$ cat config.mk
export PLATFORM = sky130hd
export DESIGN_NAME = turn_controller
export DESIGN_NICKNAME = d
export VERILOG_FILES = /design/src/rtl/game_pkg.sv /design/src/rtl/turn_timer.sv /design/src/rtl/turn_controller.sv
export SDC_FILE = /design/constraint.sdc
export NUM_CORES = 1
export LEC_CHECK = 0
export CAP_MARGIN = 20
export CORE_MARGIN = 2
export CORE_UTILIZATION = 58
export DETAILED_ROUTE_END_ITERATION = 6
export PLACE_DENSITY = 0.81
export RECOVER_POWER = 25
export SETUP_SLACK_MARGIN = 0.02
export SLEW_MARGIN = 20
export SYNTH_ARGS = -nofsm -noshare
export SYNTH_HDL_FRONTEND = slang
export SYNTH_HIERARCHICAL = 1
export SYNTH_SLANG_ARGS = --single-unit
$ cat constraint.sdc
create_clock -name clk60MHz -period 3.8 [get_ports clk60MHz]
set_input_delay 0.76 -clock clk60MHz [delete_from_list [all_inputs] [get_ports clk60MHz]]
set_output_delay 0.76 -clock clk60MHz [all_outputs]
set_load 0.005 [all_outputs]
$ cat src/rtl/game_pkg.sv
// Shared types and constants for the cat-vs-dog game-flow blocks.
package game_pkg;

  typedef enum logic [2:0] {
    IDLE,
    WIND,
    AIM,
    FLIGHT,
    NEXT,
    OVER
  } turn_state_t;

  localparam logic PLAYER_CAT = 1'b0;
  localparam logic PLAYER_DOG = 1'b1;

  localparam int SCORE_W = 3;
  localparam int TURN_W  = 3;

  // Score increment that sticks at the all-ones value instead of wrapping.
  function automatic logic [SCORE_W-1:0] sat_inc(input logic [SCORE_W-1:0] s);
    sat_inc = (s == {SCORE_W{1'b1}}) ? s : s + SCORE_W'(1);
  endfunction

endpackage

$ cat src/rtl/turn_timer.sv
// Loadable down-counter shared by all timed game phases; stops at zero.
module turn_timer #(
  parameter int TW = 30
) (
  input  logic          clk60MHz,
  input  logic          rst,
  input  logic          load,
  input  logic [TW-1:0] load_val,
  output logic          zero
);

  logic [TW-1:0] count_q, count_d;

  always_comb begin
    count_d = count_q;
    if (load) begin
      count_d = load_val;
    end else if (count_q != '0) begin
      count_d = count_q - TW'(1);
    end
  end

  always_ff @(posedge clk60MHz) begin
    if (rst) begin
      count_q <= '0;
    end else begin
      count_q <= count_d;
    end
  end

  assign zero = (count_q == '0);

endmodule

$ cat src/rtl/turn_controller.sv
// Game-flow sequencer: alternates players, gates fire requests into launch
// pulses, scores projectile outcomes and declares the winner.
module turn_controller
  import game_pkg::*;
#(
  parameter int HITS_TO_WIN    = 3,
  parameter int WIND_SETTLE    = 2,
  parameter int AIM_TIMEOUT    = 300_000_000,
  parameter int FLIGHT_TIMEOUT = 600_000_000,
  parameter int TW             = 30
) (
  input  logic              clk60MHz,
  input  logic              rst,
  input  logic              start,
  input  logic              fire_req_cat,
  input  logic              fire_req_dog,
  input  logic              proj_done,
  input  logic              proj_hit,
  output logic [TURN_W-1:0]  turn,
  output logic              active_player,
  output logic              fire,
  output logic              aim_en,
  output logic [SCORE_W-1:0] score_cat,
  output logic [SCORE_W-1:0] score_dog,
  output logic              turn_forfeit,
  output logic              game_over,
  output logic              winner
);

  localparam logic [TW-1:0] WIND_LOAD   = TW'(WIND_SETTLE - 1);
  localparam logic [TW-1:0] AIM_LOAD    = TW'(AIM_TIMEOUT - 1);
  localparam logic [TW-1:0] FLIGHT_LOAD = TW'(FLIGHT_TIMEOUT - 1);

  turn_state_t        state_q, state_d;
  logic [TURN_W-1:0]  turn_q, turn_d;
  logic               player_q, player_d;
  logic               fire_q, fire_d;
  logic               aim_en_q, aim_en_d;
  logic [SCORE_W-1:0] score_cat_q, score_cat_d;
  logic [SCORE_W-1:0] score_dog_q, score_dog_d;
  logic               forfeit_q, forfeit_d;
  logic               game_over_q, game_over_d;
  logic               winner_q, winner_d;

  logic               timer_load;
  logic [TW-1:0]      timer_val;
  logic               timer_zero;
  logic               active_req;
  logic [SCORE_W-1:0] new_score;

  turn_timer #(.TW(TW)) u_timer (
    .clk60MHz (clk60MHz),
    .rst      (rst),
    .load     (timer_load),
    .load_val (timer_val),
    .zero     (timer_zero)
  );

  // Only the player whose turn it is may launch; the other request is dropped.
  assign active_req = (player_q == PLAYER_DOG) ? fire_req_dog : fire_req_cat;
  assign new_score  = sat_inc((player_q == PLAYER_DOG) ? score_dog_q : score_cat_q);

  always_comb begin
    state_d     = state_q;
    turn_d      = turn_q;
    player_d    = player_q;
    fire_d      = 1'b0;
    aim_en_d    = aim_en_q;
    score_cat_d = score_cat_q;
    score_dog_d = score_dog_q;
    forfeit_d   = 1'b0;
    game_over_d = game_over_q;
    winner_d    = winner_q;
    timer_load  = 1'b0;
    timer_val   = '0;

    case (state_q)
      IDLE: begin
        if (start) begin
          state_d    = WIND;
          timer_load = 1'b1;
          timer_val  = WIND_LOAD;
        end
      end
      WIND: begin
        if (timer_zero) begin
          state_d    = AIM;
          aim_en_d   = 1'b1;
          timer_load = 1'b1;
          timer_val  = AIM_LOAD;
        end
      end
      AIM: begin
        if (active_req) begin
          state_d    = FLIGHT;
          fire_d     = 1'b1;
          aim_en_d   = 1'b0;
          timer_load = 1'b1;
          timer_val  = FLIGHT_LOAD;
        end else if (timer_zero) begin
          state_d   = NEXT;
          forfeit_d = 1'b1;
          aim_en_d  = 1'b0;
        end
      end
      FLIGHT: begin
        // A landing report takes priority over a watchdog expiry in the same cycle.
        if (proj_done) begin
          if (proj_hit) begin
            if (player_q == PLAYER_DOG) begin
              score_dog_d = new_score;
            end else begin
              score_cat_d = new_score;
            end
          end
          if (proj_hit && (new_score == SCORE_W'(HITS_TO_WIN))) begin
            state_d     = OVER;
            game_over_d = 1'b1;
            winner_d    = player_q;
          end else begin
            state_d = NEXT;
          end
        end else if (timer_zero) begin
          state_d = NEXT;
        end
      end
      NEXT: begin
        state_d    = WIND;
        turn_d     = turn_q + TURN_W'(1);
        player_d   = ~player_q;
        timer_load = 1'b1;
        timer_val  = WIND_LOAD;
      end
      OVER: begin
        if (start) begin
          state_d     = WIND;
          turn_d      = '0;
          player_d    = PLAYER_CAT;
          score_cat_d = '0;
          score_dog_d = '0;
          game_over_d = 1'b0;
          timer_load  = 1'b1;
          timer_val   = WIND_LOAD;
        end
      end
      default: begin
        state_d = IDLE;
      end
    endcase
  end

  always_ff @(posedge clk60MHz) begin
    if (rst) begin
      state_q     <= IDLE;
      turn_q      <= '0;
      player_q    <= PLAYER_CAT;
      fire_q      <= 1'b0;
      aim_en_q    <= 1'b0;
      score_cat_q <= '0;
      score_dog_q <= '0;
      forfeit_q   <= 1'b0;
      game_over_q <= 1'b0;
      winner_q    <= 1'b0;
    end else begin
      state_q     <= state_d;
      turn_q      <= turn_d;
      player_q    <= player_d;
      fire_q      <= fire_d;
      aim_en_q    <= aim_en_d;
      score_cat_q <= score_cat_d;
      score_dog_q <= score_dog_d;
      forfeit_q   <= forfeit_d;
      game_over_q <= game_over_d;
      winner_q    <= winner_d;
    end
  end

  assign turn          = turn_q;
  assign active_player = player_q;
  assign fire          = fire_q;
  assign aim_en        = aim_en_q;
  assign score_cat     = score_cat_q;
  assign score_dog     = score_dog_q;
  assign turn_forfeit  = forfeit_q;
  assign game_over     = game_over_q;
  assign winner        = winner_q;

endmodule

==> impl_metrics.json <==
{
  "status": "finished clean",
  "cts_made_buffers": 5,
  "synth_top_area_share_pct": 34.50,
  "power_frac_clock_pct": 14.7,
  "cp-start-kind": "register",
  "clockRootBuffer": "clkbuf_8",
  "synth-seq-cells": 48,
  "sequentialPowerShare_pct": 33.6,
  "postPlaceCellArea_um2": 3030,
  "drtPass1Iterations": 4,
  "max_slew_margin_pct": 62.64,
  "core_um2": 4661,
  "fin_area_um2": 3142,
  "area_growth_pct": 12.80,
  "num-fill-cells": 389,
  "setup_viol": 0,
  "holdPathEnd": "winner",
  "p_leak_nw": 1.212,
  "wire_per_inst_um": 14.32,
  "synth_area_per_cell_um2": 8.731,
  "grt_pass1_vias": 2107,
  "power_frac_comb_pct": 51.7,
  "cts-resized-gates": 0,
  "yosysWarningCount": 6,
  "min_from": "winner",
  "routed_wl_mm": 5.741,
  "rrSetupSlack_ps": 920,
  "p_sw_mw": 1.101,
  "critical_path_required_ps": 4020,
  "r2r-start": "u_timer/count_q[0]",
  "netSwitchingFraction_pct": 43.96,
  "grt_overflow": 0,
  "grt_pass1_wl_mm": 9.839,
  "tightest_slew_ps": 559.8,
  "drtIter0Drc": 120,
  "via_count": 2352,
  "min_period_over_period_pct": 75.72,
  "htreeDepth": 2,
  "clk_latency_ps": 300,
  "fin_nets": 356,
  "finalCriticalPeriod_ps": 2877,
  "critical_path_class": "reg2reg",
  "clock_skew_ps": 11.26,
  "rsz0062_at_grt": "false",
  "critPathMaxStageDelay_ps": 340,
  "worst_path_max_delay_cell": "dfxtp_1",
  "hold_buffers": 0,
  "hp-class": "reg2reg",
  "drive_above_1_share_pct": 13.26,
  "tns_ps": 0,
  "fp.dieW_um": 73.30,
  "start_util_pct": 59.76,
  "hold_viol": 0,
  "clockBufferDepth": 2,
  "clk_pin_slew_worst_paths_ps": 100,
  "cts.sinks": 48,
  "p_per_area_nw_per_um2": 797.4,
  "io_buffer_count": 21,
  "grt_start_max_net_pins": 21,
  "postCtsSetupRepairBufs": 0,
  "dieArea_um2": 5372,
  "row_count": 25,
  "end_kind": "register",
  "critPathMaxFanout": 20,
  "reg2reg_depth": 14,
  "syn_area_um2": 2785,
  "cp.arrival_ps": 3090,
  "ys_seq_area_share_pct": 34.50,
  "cap_viol_max_count": 0,
  "p_int_mw": 1.404,
  "gp_congestion": 0.8421,
  "ys_async_sr_fraction_pct": 0,
  "drc_errors": 0,
  "via_per_inst": 5.865,
  "grtUsageTotal_pct": 23.24,
  "synth_cells": 319,
  "drv_slew": 0,
  "cts_tree": "done",
  "worstReg2RegEnd": "u_timer/count_q[22]",
  "ir_worst_vdd_v": 0.0004067,
  "synth-edff-count": 0,
  "synth.area.top_cells": "dfxtp_1, xnor2_1, nand2_1, mux2i_1, nor2_1",
  "seq_area_um2": 960.9,
  "synth_area_leader_cell": "dfxtp_1",
  "multi_input_area_um2": 1702,
  "io-pin-count": 22,
  "insertedDiodeCount": 0,
  "ant_nets": 0,
  "antenna_found_initial": 0,
  "whs_path_depth": 2,
  "dp_hpwl_mm": 4.175,
  "fmax_ghz": 0.3475,
  "ys.flop_type": "dfxtp_1",
  "crit_path_cell_trace": "inv_1 > ha_1 > nor3b_2 > nand4_2 > nor3_4 > a22o_1 > a21oi_1 > o21ai_0 > buf_4 > inv_1 > nor2_1 > buf_4 > nand2_1 > o21ai_1",
  "die_h_um": 73.30,
  "ys_types": 57
}
## power groups by stage
stage / Combinational, mW / Sequential [mW] / Clock [mW]
after detailed placement: 1.28 / 0.852 / 0
after CTS: 1.29 / 0.841 / 0.380
after global routing: 1.45 / 0.869 / 0.398
final: 1.29 / 0.842 / 0.369
after floorplan: 1.11 / 0.803 / 0
after global placement: 1.25 / 0.843 / 0
## through the flow
stage	worst slack [ps]	cells	util, %	power (mW)	hold slack [ps]
floorplan	638.9	325	-	1.910	454.4
global placement	849.2	393	65.02	2.097	451.2
detailed placement	809.1	393	65.02	2.129	459.6
CTS	938.2	401	67.41	2.512	472.4
global route	617.0	401	67.41	2.717	494.4
finish	922.6	401	67.41	2.505	463.6
## placed cells by master (no fill, tap or decap), types with 9 or more instances in the layout
master	synthesis	final
clkdlybuf4s50_1	0	10
inv_1	9	9
nand2_1	38	38
a21oi_1	12	12
dlygate4sd3_1	0	11
dfxtp_1	48	48
xnor2_1	17	17
o21ai_0	14	14
nor3_1	9	9
o21ai_1	12	12
nor2_1	30	30
mux2i_1	12	12
nand3_1	10	10
## how the worst max path moves through the flow
stage                                  start                  end  slack, ps  cells after the start
after floorplan           u_timer/count_q[0]   u_timer/count_q[7]        640                     15
after global placement                 start   u_timer/count_q[1]        850                     10
after detailed placement               start   u_timer/count_q[1]        810                     10
after CTS                 u_timer/count_q[0]  u_timer/count_q[22]        940                     14
after global routing      u_timer/count_q[0]  u_timer/count_q[23]        620                     12
final                     u_timer/count_q[0]  u_timer/count_q[22]        920                     14
## synthesized netlist by cell type, types with 8 or more instances
| master | number |
|---|---|
| dfxtp_1 | 48 |
| nand2_1 | 38 |
| nor2_1 | 30 |
| xnor2_1 | 17 |
| o21ai_0 | 14 |
| a21oi_1 | 12 |
| mux2i_1 | 12 |
| o21ai_1 | 12 |
| nand3_1 | 10 |
| inv_1 | 9 |
| nor3_1 | 9 |
| clkbuf_1 | 8 |
## worst max-delay path, delay by kind of cell (launching register included)
| kind | cells | cell delay [ps] |
|---|---|---|
| AOI/OAI and AO/OA | 4 | 450 |
| adders and majority gates | 1 | 200 |
| buffers and inverters | 4 | 780 |
| DFF | 1 | 340 |
| and+or+nand+nor | 5 | 1000 |
## cell families (layout without fill, tap and decap cells)
kind of cell | after synthesis | after routing | synth area share, %
AND/OR/NAND/NOR | 131 | 131 | 27.58
AO/OA/AOI/OAI | 72 | 72 | 17.52
flip-flops | 48 | 48 | 34.50
buffers and inverters | 24 | 46 | 5.211
XOR/XNOR | 23 | 23 | 7.233
multiplexers | 17 | 17 | 6.469
adder cells (fa/ha/maj) | 3 | 3 | 1.348
other | 1 | 7 | 0.1346
## routing by layer
layer / global-route usage, % / vias up / routed length, µm
li1: - / 1193 / -
met1: 34.11 / 1099 / 2783
met5: 0 / - / 0
met2: 34.03 / 54 / 2611
met4: 7.475 / 0 / 66
met3: 4.938 / 6 / 280
## registers in the layout, indices dropped and copies added (netlist names), 3 cells and up
name / flops
state_q: 3
score_dog: 3
turn: 3
u_timer/count_q: 30
score_cat: 3
## cell type report
cell class | count | area share [%]
clock buffer | 5 | 2.190
clock inverter | 3 | 1.354
sequential | 48 | 30.59
tap | 54 | 2.151
timing repair buffer | 28 | 8.363
inverter | 10 | 1.195
multi-input combinational | 253 | 54.16
Power figures use the tool's default switching activity.
